**src/rtl/scope_capture_pkg.sv**
```systemverilog
// Shared definitions for the triggered capture buffer: state encoding,
// default geometry and the derived post-trigger sample count.
package scope_capture_pkg;

  typedef enum logic [2:0] {
    ST_IDLE      = 3'd0,
    ST_PRE_FILL  = 3'd1,
    ST_WAIT_TRIG = 3'd2,
    ST_POST      = 3'd3,
    ST_READOUT   = 3'd4
  } state_t;

  localparam int DW_DEFAULT  = 8;
  localparam int AW_DEFAULT  = 6;
  localparam int PRE_DEFAULT = 16;

  // Samples written after the trigger sample so the window fills the whole buffer.
  function automatic int post_count(input int aw, input int pre);
    return (1 << aw) - pre - 1;
  endfunction

  localparam int POST_CNT = post_count(AW_DEFAULT, PRE_DEFAULT);

endpackage

```
**src/rtl/scope_capture_ram.sv**
```systemverilog
// Capture memory: simple dual-port, synchronous write, registered read.
// Only the read register is reset so the array itself can map to block RAM.
module capture_ram #(
  parameter int DW = 8,
  parameter int AW = 6
) (
  input  logic          clk,
  input  logic          reset_n,
  input  logic          wr_en,
  input  logic [AW-1:0] wr_addr,
  input  logic [DW-1:0] wr_data,
  input  logic          rd_en,
  input  logic [AW-1:0] rd_addr,
  output logic [DW-1:0] rd_data
);

  logic [DW-1:0] mem [0:(1<<AW)-1];

  // Store the incoming sample on the write strobe.
  always_ff @(posedge clk) begin
    if (wr_en) mem[wr_addr] <= wr_data;
  end

  // Registered read port; holds its last value between reads.
  always_ff @(posedge clk or negedge reset_n) begin
    if (!reset_n)   rd_data <= '0;
    else if (rd_en) rd_data <= mem[rd_addr];
  end

endmodule

```
**src/rtl/scope_capture.sv**
```systemverilog
// Triggered sample-capture buffer. Keeps PRE samples of history, waits for a
// rising crossing of level, fills the rest of the buffer, then drains the
// window oldest-first on the read port.
//
// state        | meaning
// -------------+-------------------------------------------------------
// ST_IDLE      | no writes; waiting for arm
// ST_PRE_FILL  | writing the first PRE samples, trigger not evaluated
// ST_WAIT_TRIG | circular writes, looking for prev < level <= sample
// ST_POST      | writing the post-trigger part of the window
// ST_READOUT   | draining the window on rd_en; sample_en ignored
module scope_capture
  import scope_capture_pkg::*;
#(
  parameter int DW  = DW_DEFAULT,
  parameter int AW  = AW_DEFAULT,
  parameter int PRE = PRE_DEFAULT
) (
  input  logic          clk,
  input  logic          reset_n,
  input  logic [DW-1:0] sample,
  input  logic          sample_en,
  input  logic [DW-1:0] level,
  input  logic          arm,
  output logic          armed,
  output logic          triggered,
  output logic          done,
  input  logic          rd_en,
  output logic [DW-1:0] rd_data,
  output logic          rd_valid,
  output logic          rd_last
);

  localparam logic [AW-1:0] PRE_OFS   = AW'(PRE);
  localparam logic [AW-1:0] PRE_LAST  = AW'(PRE - 1);
  localparam logic [AW-1:0] POST_LAST = AW'(post_count(AW, PRE) - 1);

  state_t        state, state_nxt;
  logic [AW-1:0] wr_ptr, rd_ptr, trig_ptr, cnt, rd_cnt;
  logic [DW-1:0] prev;
  logic          capturing, wr_en, trig_hit, rd_fire, rd_final;

  assign capturing = (state == ST_PRE_FILL) || (state == ST_WAIT_TRIG) || (state == ST_POST);
  assign wr_en     = capturing && sample_en;
  // prev holds the last accepted sample, including the final pre-fill one.
  assign trig_hit  = (state == ST_WAIT_TRIG) && sample_en && (prev < level) && (sample >= level);
  assign rd_fire   = (state == ST_READOUT) && rd_en;
  assign rd_final  = rd_fire && (rd_cnt == {AW{1'b1}});

  // State register.
  always_ff @(posedge clk or negedge reset_n) begin
    if (!reset_n) state <= ST_IDLE;
    else          state <= state_nxt;
  end

  // Next-state decode.
  always_comb begin
    state_nxt = state;
    case (state)
      ST_IDLE:      if (arm) state_nxt = ST_PRE_FILL;
      ST_PRE_FILL:  if (wr_en && (cnt == PRE_LAST)) state_nxt = ST_WAIT_TRIG;
      ST_WAIT_TRIG: if (trig_hit) state_nxt = ST_POST;
      ST_POST:      if (wr_en && (cnt == POST_LAST)) state_nxt = ST_READOUT;
      ST_READOUT:   if (rd_final) state_nxt = ST_IDLE;
      default:      state_nxt = ST_IDLE;
    endcase
  end

  // Status outputs decoded from the current state.
  always_comb begin
    armed     = capturing;
    triggered = (state == ST_POST) || (state == ST_READOUT);
    done      = (state == ST_READOUT);
  end

  // Pointers, phase counters and the previous-sample register.
  always_ff @(posedge clk or negedge reset_n) begin
    if (!reset_n) begin
      wr_ptr   <= '0;
      rd_ptr   <= '0;
      trig_ptr <= '0;
      cnt      <= '0;
      rd_cnt   <= '0;
      prev     <= '0;
    end else begin
      if (wr_en) begin
        wr_ptr <= wr_ptr + 1'b1;
        prev   <= sample;
      end
      case (state)
        ST_IDLE: begin
          if (arm) begin
            wr_ptr <= '0;
            cnt    <= '0;
          end
        end
        ST_PRE_FILL: begin
          if (wr_en) begin
            if (cnt == PRE_LAST) cnt <= '0;
            else                 cnt <= cnt + 1'b1;
          end
        end
        ST_WAIT_TRIG: begin
          if (trig_hit) begin
            trig_ptr <= wr_ptr;
            cnt      <= '0;
          end
        end
        ST_POST: begin
          if (wr_en) begin
            cnt <= cnt + 1'b1;
            if (cnt == POST_LAST) begin
              rd_ptr <= trig_ptr - PRE_OFS;
              rd_cnt <= '0;
            end
          end
        end
        ST_READOUT: begin
          if (rd_fire) begin
            rd_ptr <= rd_ptr + 1'b1;
            rd_cnt <= rd_cnt + 1'b1;
          end
        end
        default: ;
      endcase
    end
  end

  // Read qualifiers line up with the registered RAM output.
  always_ff @(posedge clk or negedge reset_n) begin
    if (!reset_n) begin
      rd_valid <= 1'b0;
      rd_last  <= 1'b0;
    end else begin
      rd_valid <= rd_fire;
      rd_last  <= rd_final;
    end
  end

  capture_ram #(
    .DW (DW),
    .AW (AW)
  ) u_ram (
    .clk     (clk),
    .reset_n (reset_n),
    .wr_en   (wr_en),
    .wr_addr (wr_ptr),
    .wr_data (sample),
    .rd_en   (rd_fire),
    .rd_addr (rd_ptr),
    .rd_data (rd_data)
  );

endmodule

```
**config.mk**
```make
export PLATFORM = sky130hd
export DESIGN_NAME = scope_capture
export DESIGN_NICKNAME = d
export VERILOG_FILES = /design/src/rtl/scope_capture_pkg.sv /design/src/rtl/scope_capture_ram.sv /design/src/rtl/scope_capture.sv
export SDC_FILE = /design/constraint.sdc
export NUM_CORES = 1
export LEC_CHECK = 0
export BUFFER_PORTS_ARGS = -buffer_cell sky130_fd_sc_hd__buf_2
export CORE_AREA = 2 2 241 243
export DETAILED_ROUTE_END_ITERATION = 7
export DIE_AREA = 0 0 243 245
export SYNTH_ARGS = -nofsm -noshare
export SYNTH_HDL_FRONTEND = slang
export SYNTH_SLANG_ARGS = --single-unit
```
**constraint.sdc**
```tcl
create_clock -name clk -period 4.2 [get_ports clk]
set_input_delay 0.84 -clock clk [delete_from_list [all_inputs] [get_ports clk]]
set_output_delay 0.84 -clock clk [all_outputs]
set_load 0.02 [all_outputs]
```
**Word-level counts from Yosys, hierarchy flattened**

Memories as Yosys holds them, arrays and structs flattened. A register that Yosys moved wholly into a read port is not among the register bits.
Index checks and enable logic that the tools add are counted.

- Bits in registers: 43
- RAM bits: 512
- Bits of input ports: 21
- Memories: 1

- $add $sub $neg: 5
- $lt $le $gt $ge: 2
- Equality and inequality tests: 16
- Multiplexer cells: 25
- Reductions and logical operators: 19

Memories:

| memory | depth | bits a word | read ports | clocked after memory_dff | wr ports | line | source |
|---|---|---|---|---|---|---|---|
| u_ram.mem | 64 | 8 | 1 | 1 | 1 | scope_capture_ram.sv:17 | `logic [DW-1:0] mem [0:(1<<AW)-1];` |

Operators with widths:

| kind | number |
|---|---|
| 6-bit two-way mux | 14 |
| 6-bit by 1-bit adder with 6-bit output (second input constant) | 4 |
| 6-bit one-hot mux with 2 select lines | 2 |
| 6-bit one-hot mux with 4 select lines | 1 |
| 3-bit two-way mux | 5 |
| 3-bit one-hot mux with 5 select lines | 1 |
| 6-bit equality test (second input constant) | 2 |
| 2-bit inequality test (second input constant) | 6 |
| 5-bit AND reduction | 2 |
| 8-bit greater-or-equal comparator | 1 |
| 1-bit logical AND | 8 |
| 8-bit less-than comparator | 1 |
| 3-bit by 2-bit equality test with 1-bit output (second input constant) | 2 |
| 6-bit by 4-bit equality test with 1-bit output (second input constant) | 1 |
| 2-bit by 1-bit inequality test with 1-bit output (second input constant) | 3 |
| 6-bit by 5-bit subtractor with 6-bit output (second input constant) | 1 |
| 4-bit AND reduction | 1 |
| 4-bit nonzero test | 1 |
| 3-bit by 1-bit equality test with 1-bit output (second input constant) | 1 |
| 3-bit equality test (second input constant) | 1 |
| 3-bit logical NOT | 1 |
| 1-bit logical OR | 3 |
| 1-bit two-way mux | 2 |
| 2-bit AND reduction | 1 |
| other kinds (2) | 2 |

**Longest topological paths before layout**

- Depth after elaboration: 7
- Depth in mapped cells: 10

**Hierarchy**

From an unflattened synthesis, not the netlist that was laid out.

- Cells, all modules: 1182
- Area total of the unflattened synthesis: 22716.8 sq um

By module, submodules not included:

| module | instances | cells an instance | area an instance (sq um) | sequential area each (sq um) |
|---|---|---|---|---|
| capture_ram | 1 | 939 | 20226.9 | 15574.9 |
| scope_capture | 1 | 243 | 2489.9 | 1076.0 |

**Worst setup path after synthesis**

OpenSTA, ideal clock, no wires.

- Path kind: input-to-reg
- From: in level[1]
- To: reg trig_ptr[0]
- Library setup time: 128 ps
- Arrival time: 2384 ps
- Required time: 4072 ps
- Slack: 1689 ps
- Stages on the path: 8
- Cells stage by stage: inv_1 > ha_1 > a21o_1 > a211oi_1 > o311ai_1 > a21oi_1 > nand3_1 > mux2_1

- Word-level cells in the longest chain between the ends: 4
- Elaborated cells on any way between the ends: 5
- Those cells by class: 2 x order compare; 3 x reduce/logical

Ends and longest elaborated chain:

| what | line | source |
|---|---|---|
| from (decl) | scope_capture.sv:23 | `input logic [DW-1:0] level,` |
| 8-bit less-than comparator | scope_capture.sv:46 | `assign trig_hit = (state == ST_WAIT_TRIG) && sample_en && (prev < level) && (sample >= level);` |
| 1-bit logical AND | scope_capture.sv:46 |  |
| 1-bit logical AND (*) | scope_capture.sv:46 |  |
| 2-bit AND reduction (no source line) (*) | -- |  |
| to (signal assigned) | scope_capture.sv:105 | `trig_ptr <= wr_ptr;` |
| to (decl) | scope_capture.sv:39 | `logic [AW-1:0] wr_ptr, rd_ptr, trig_ptr, cnt, rd_cnt;` |

Every way passes the cells marked *; elsewhere a longest branch is shown, timed or not.
A chain may end at the register's enable or synchronous reset.

**Final worst setup path**

- From: reg state[1]
- To: mem u_ram.mem[11][3], enable pin

- Word-level cells in the longest chain between the ends: 6
- Elaborated cells on any way between the ends: 8
- Those cells by class: 3 x eq/ne; 2 x mux; 3 x reduce/logical

Ends and longest elaborated chain:

| what | line | source |
|---|---|---|
| from (decl) | scope_capture.sv:38 | `state_t state, state_nxt;` |
| from (signal assigned) | scope_capture.sv:53 | `else state <= state_nxt;` |
| 3-bit by 1-bit equality test with 1-bit output or 3-bit by 2-bit equality test with 1-bit output (tied branches) | scope_capture.sv:43 | `assign capturing = (state == ST_PRE_FILL) \|\| (state == ST_WAIT_TRIG) \|\| (state == ST_POST);` |
| 1-bit logical OR | scope_capture.sv:43 |  |
| 1-bit logical OR (*) | scope_capture.sv:43 |  |
| 1-bit logical AND (*) | scope_capture.sv:44 | `assign wr_en = capturing && sample_en;` |
| 1-bit two-way mux (*) | scope_capture_ram.sv:21 | `if (wr_en) mem[wr_addr] <= wr_data;` |
| 1-bit two-way mux (implied by the code) (*) | scope_capture_ram.sv:21 |  |
| to (decl) | scope_capture_ram.sv:17 |  |

Marks and branches as above.

==> qor.csv <==
metric;value;unit
min_period;3.08;ns
cts_tree;built;
rsz0062_at_grt;false;
rows;88;
multi_input_area;0.00552;mm²
die_h;245;µm
max_stage_delay;0.79;ns
relSlewSlack;0.342;
clk-insertion-delay-late;0.62;ns
grt_max_degree;66;
die_area;0.0595;mm²
place_inst;1990;
worstPathArrival;3.30;ns
max-cap-violations;0;
p_sw_frac;0.255;
synthFlopType;edfxtp_1;
r2r_start;state[1]$_DFFE_PN0P_;
leakagePower;8.24;nW
critPathLaunchType;flop;
first_pass_iters;5;
path_class;flop to flop;
required;4.42;ns
numCtsBuffers;57;
pwr-share-seq;0.503;
ys_seq_elements;563;
final_nets;1325;
diodes;0;
cts_resized;0;
power_density;514;mW/mm²
syn_inst;1202;
hold_viol_final;0;
clkTransAtPathRegs;0.06;ns
grt_use_total;0.183;
fin_skew;0.0292;ns
synthArstFlopShare;0.0906;
yosysTopAreaCellShare;0.681;
avgSynthCellArea;18.8;µm²
routed_wl;53500;µm
synth_nets;1243;
cts.sinks;563;
grt_overflow_total;0;
cts_hold_buf;0;
yosysWarnings;0;
drc;0;
post-cts-setup-buffers;0;
place_area;0.0238;mm²
drive_gt1_frac;0.229;
core;0.0570;mm²
syn-cell-area;0.0226;mm²
synth.distinct_cells;55;
slowest_stage;nor2_1;
place_congestion;0.848;
io_buffers;33;
detail_route.vias_per_cell;5.49;
r2r_slack;1.12;ns
critPathBufInv;1;
endpoint_kind;flop;
clockBufferDepth;3;
min_period_over_period;0.733;
grt_pass1_wl;80000;µm
antenna_found_initial;4;
start_util;0.396;
finalNonFillerCells;2094;
die_w;243;µm
register_area;0.0167;mm²
p_switching;0.00336;W
totalPowerFinal;0.0132;W
fillers;4941;
crit_fanout;11;
yosysMostFrequentCell;edfxtp_1;
synth_largest_area_cell;edfxtp_1;
crit_start;state[1]$_DFFE_PN0P_;
io_pins;34;
crit_path_frequent_cell;nor2_1;
internal-power;0.00980;W
synthTopCellsByArea;edfxtp_1, mux4_2, dfrtp_1;
synth-seq-area-share;0.738;
p_comb_frac;0.129;
path_cells;nor2_1, nor2_1, nand2_1, buf_4, nor2_1, nand3_1, nor2_1;
netlist_top_cells_count;edfxtp_1, mux4_2, nor2_1;
vias;11500;
fin_setup_tns;0;ns
grt_pass1_vias;11800;
area_delta_synth_final;13.4;%
htreeDepth;2;
crit_family;simple AND/OR/NAND/NOR gates;
peakVddDrop;0.364;mV
slew_violations;0;
fin_area;0.0256;mm²
synth_edf_count;512;
worst_pin_slew;0.985;ns
drt_iter0_markers;1023;
setup_viol;0;
status;completed;
p_clk_frac;0.368;
min_path_type;primary input to asynchronous set/reset pin;
ant_nets;0;
cts_root_buf;clkbuf_16;
hpwl;33200;µm
wl_per_cell;25.6;µm
fmax;0.325;GHz
[state kept, by name (all words and copies together), names as in the netlist]
register       count
rd_ptr             6
rd_valid           1
state              3
wr_ptr             6
prev               8
u_ram.mem        512
trig_ptr           6
cnt                6
u_ram.rd_data      8
rd_last            1
rd_cnt             6
[worst reg2reg max path: cells and delay by family, from the launching register on]
family | cells | cell delay, ns
DFF | 1 | 0.50
buffers and inverters | 1 | 0.17
and+or+nand+nor | 6 | 2.01
[final timing paths]
check	endpoint	cells past startpoint
max	u_ram.mem[11][3]$_DFFE_PP_	7
min	cnt[1]$_DFFE_PN0P_	1
max reg2reg	u_ram.mem[11][3]$_DFFE_PP_	7
min reg2reg	prev[0]$_DFFE_PN0P_	2
max in group asynchronous	rd_ptr[2]$_DFFE_PN0P_	2
min in group clk	prev[0]$_DFFE_PN0P_	2
[routing by layer]
metal	global-route usage	routed length, µm	vias to the layer above
met5	0	0	-
met4	0.0422	1010	0
met3	0.0342	3650	72
met2	0.296	25500	368
met1	0.258	23300	6058
li1	-	-	5003
[kinds of logic (layout without fill, tap and decap cells)]
| family | Yosys count | after routing | share of synthesized area |
|---|---|---|---|
| xor gates and xnor gates | 5 | 5 | 0.00194 |
| and+or+nand+nor | 247 | 247 | 0.0489 |
| AOI/OAI and AO/OA | 116 | 116 | 0.0338 |
| DFF | 563 | 563 | 0.738 |
| muxes | 173 | 173 | 0.149 |
| buffers and inverters | 78 | 205 | 0.0175 |
| adders and majority gates | 20 | 20 | 0.0111 |
[power groups by stage]
stage / registers (W) / logic (W) / clock network (W)
detailed placement: 0.00674 / 0.00172 / 0
finish: 0.00662 / 0.00170 / 0.00484
global placement: 0.00672 / 0.00170 / 0
floorplan: 0.00653 / 0.00121 / 0
global route: 0.00665 / 0.00184 / 0.00516
CTS: 0.00662 / 0.00172 / 0.00493
[layout by cell type (no fill, tap or decap), types with 9 or more instances in the layout]
cell | Yosys | final
a21oi_1 | 24 | 24
mux2i_1 | 36 | 36
edfxtp_1 | 512 | 512
buf_2 | 19 | 33
dfrtp_1 | 51 | 47
clkinv_2 | 0 | 12
nor3_1 | 9 | 9
o21ai_1 | 16 | 16
clkbuf_16 | 0 | 58
a211oi_1 | 13 | 13
clkinv_1 | 0 | 18
a22oi_1 | 14 | 14
buf_4 | 9 | 50
nand3_1 | 21 | 21
nor2b_1 | 15 | 15
mux4_2 | 129 | 129
inv_1 | 12 | 12
nand2_1 | 73 | 73
nor2_1 | 94 | 94
ha_1 | 20 | 20
[layout make-up]
| cell class | count | area share |
|---|---|---|
| clock buffers | 66 | 0.0579 |
| clock inverters | 38 | 0.0113 |
| inverters | 14 | 0.00205 |
| multi-input cells | 561 | 0.216 |
| flip-flops and latches | 563 | 0.651 |
| well taps | 765 | 0.0374 |
| repair buffers | 87 | 0.0243 |
[per-stage QoR]
step                setup WS, ns  hold WS (ns)   util
floorplan                   1.69         0.441      -
global placement           0.937         0.463  0.417
detailed placement         0.942         0.473  0.417
CTS                         1.11         0.260  0.448
global route               0.885         0.288  0.448
finish                      1.12         0.260  0.448
Power figures use the tool's default switching activity.
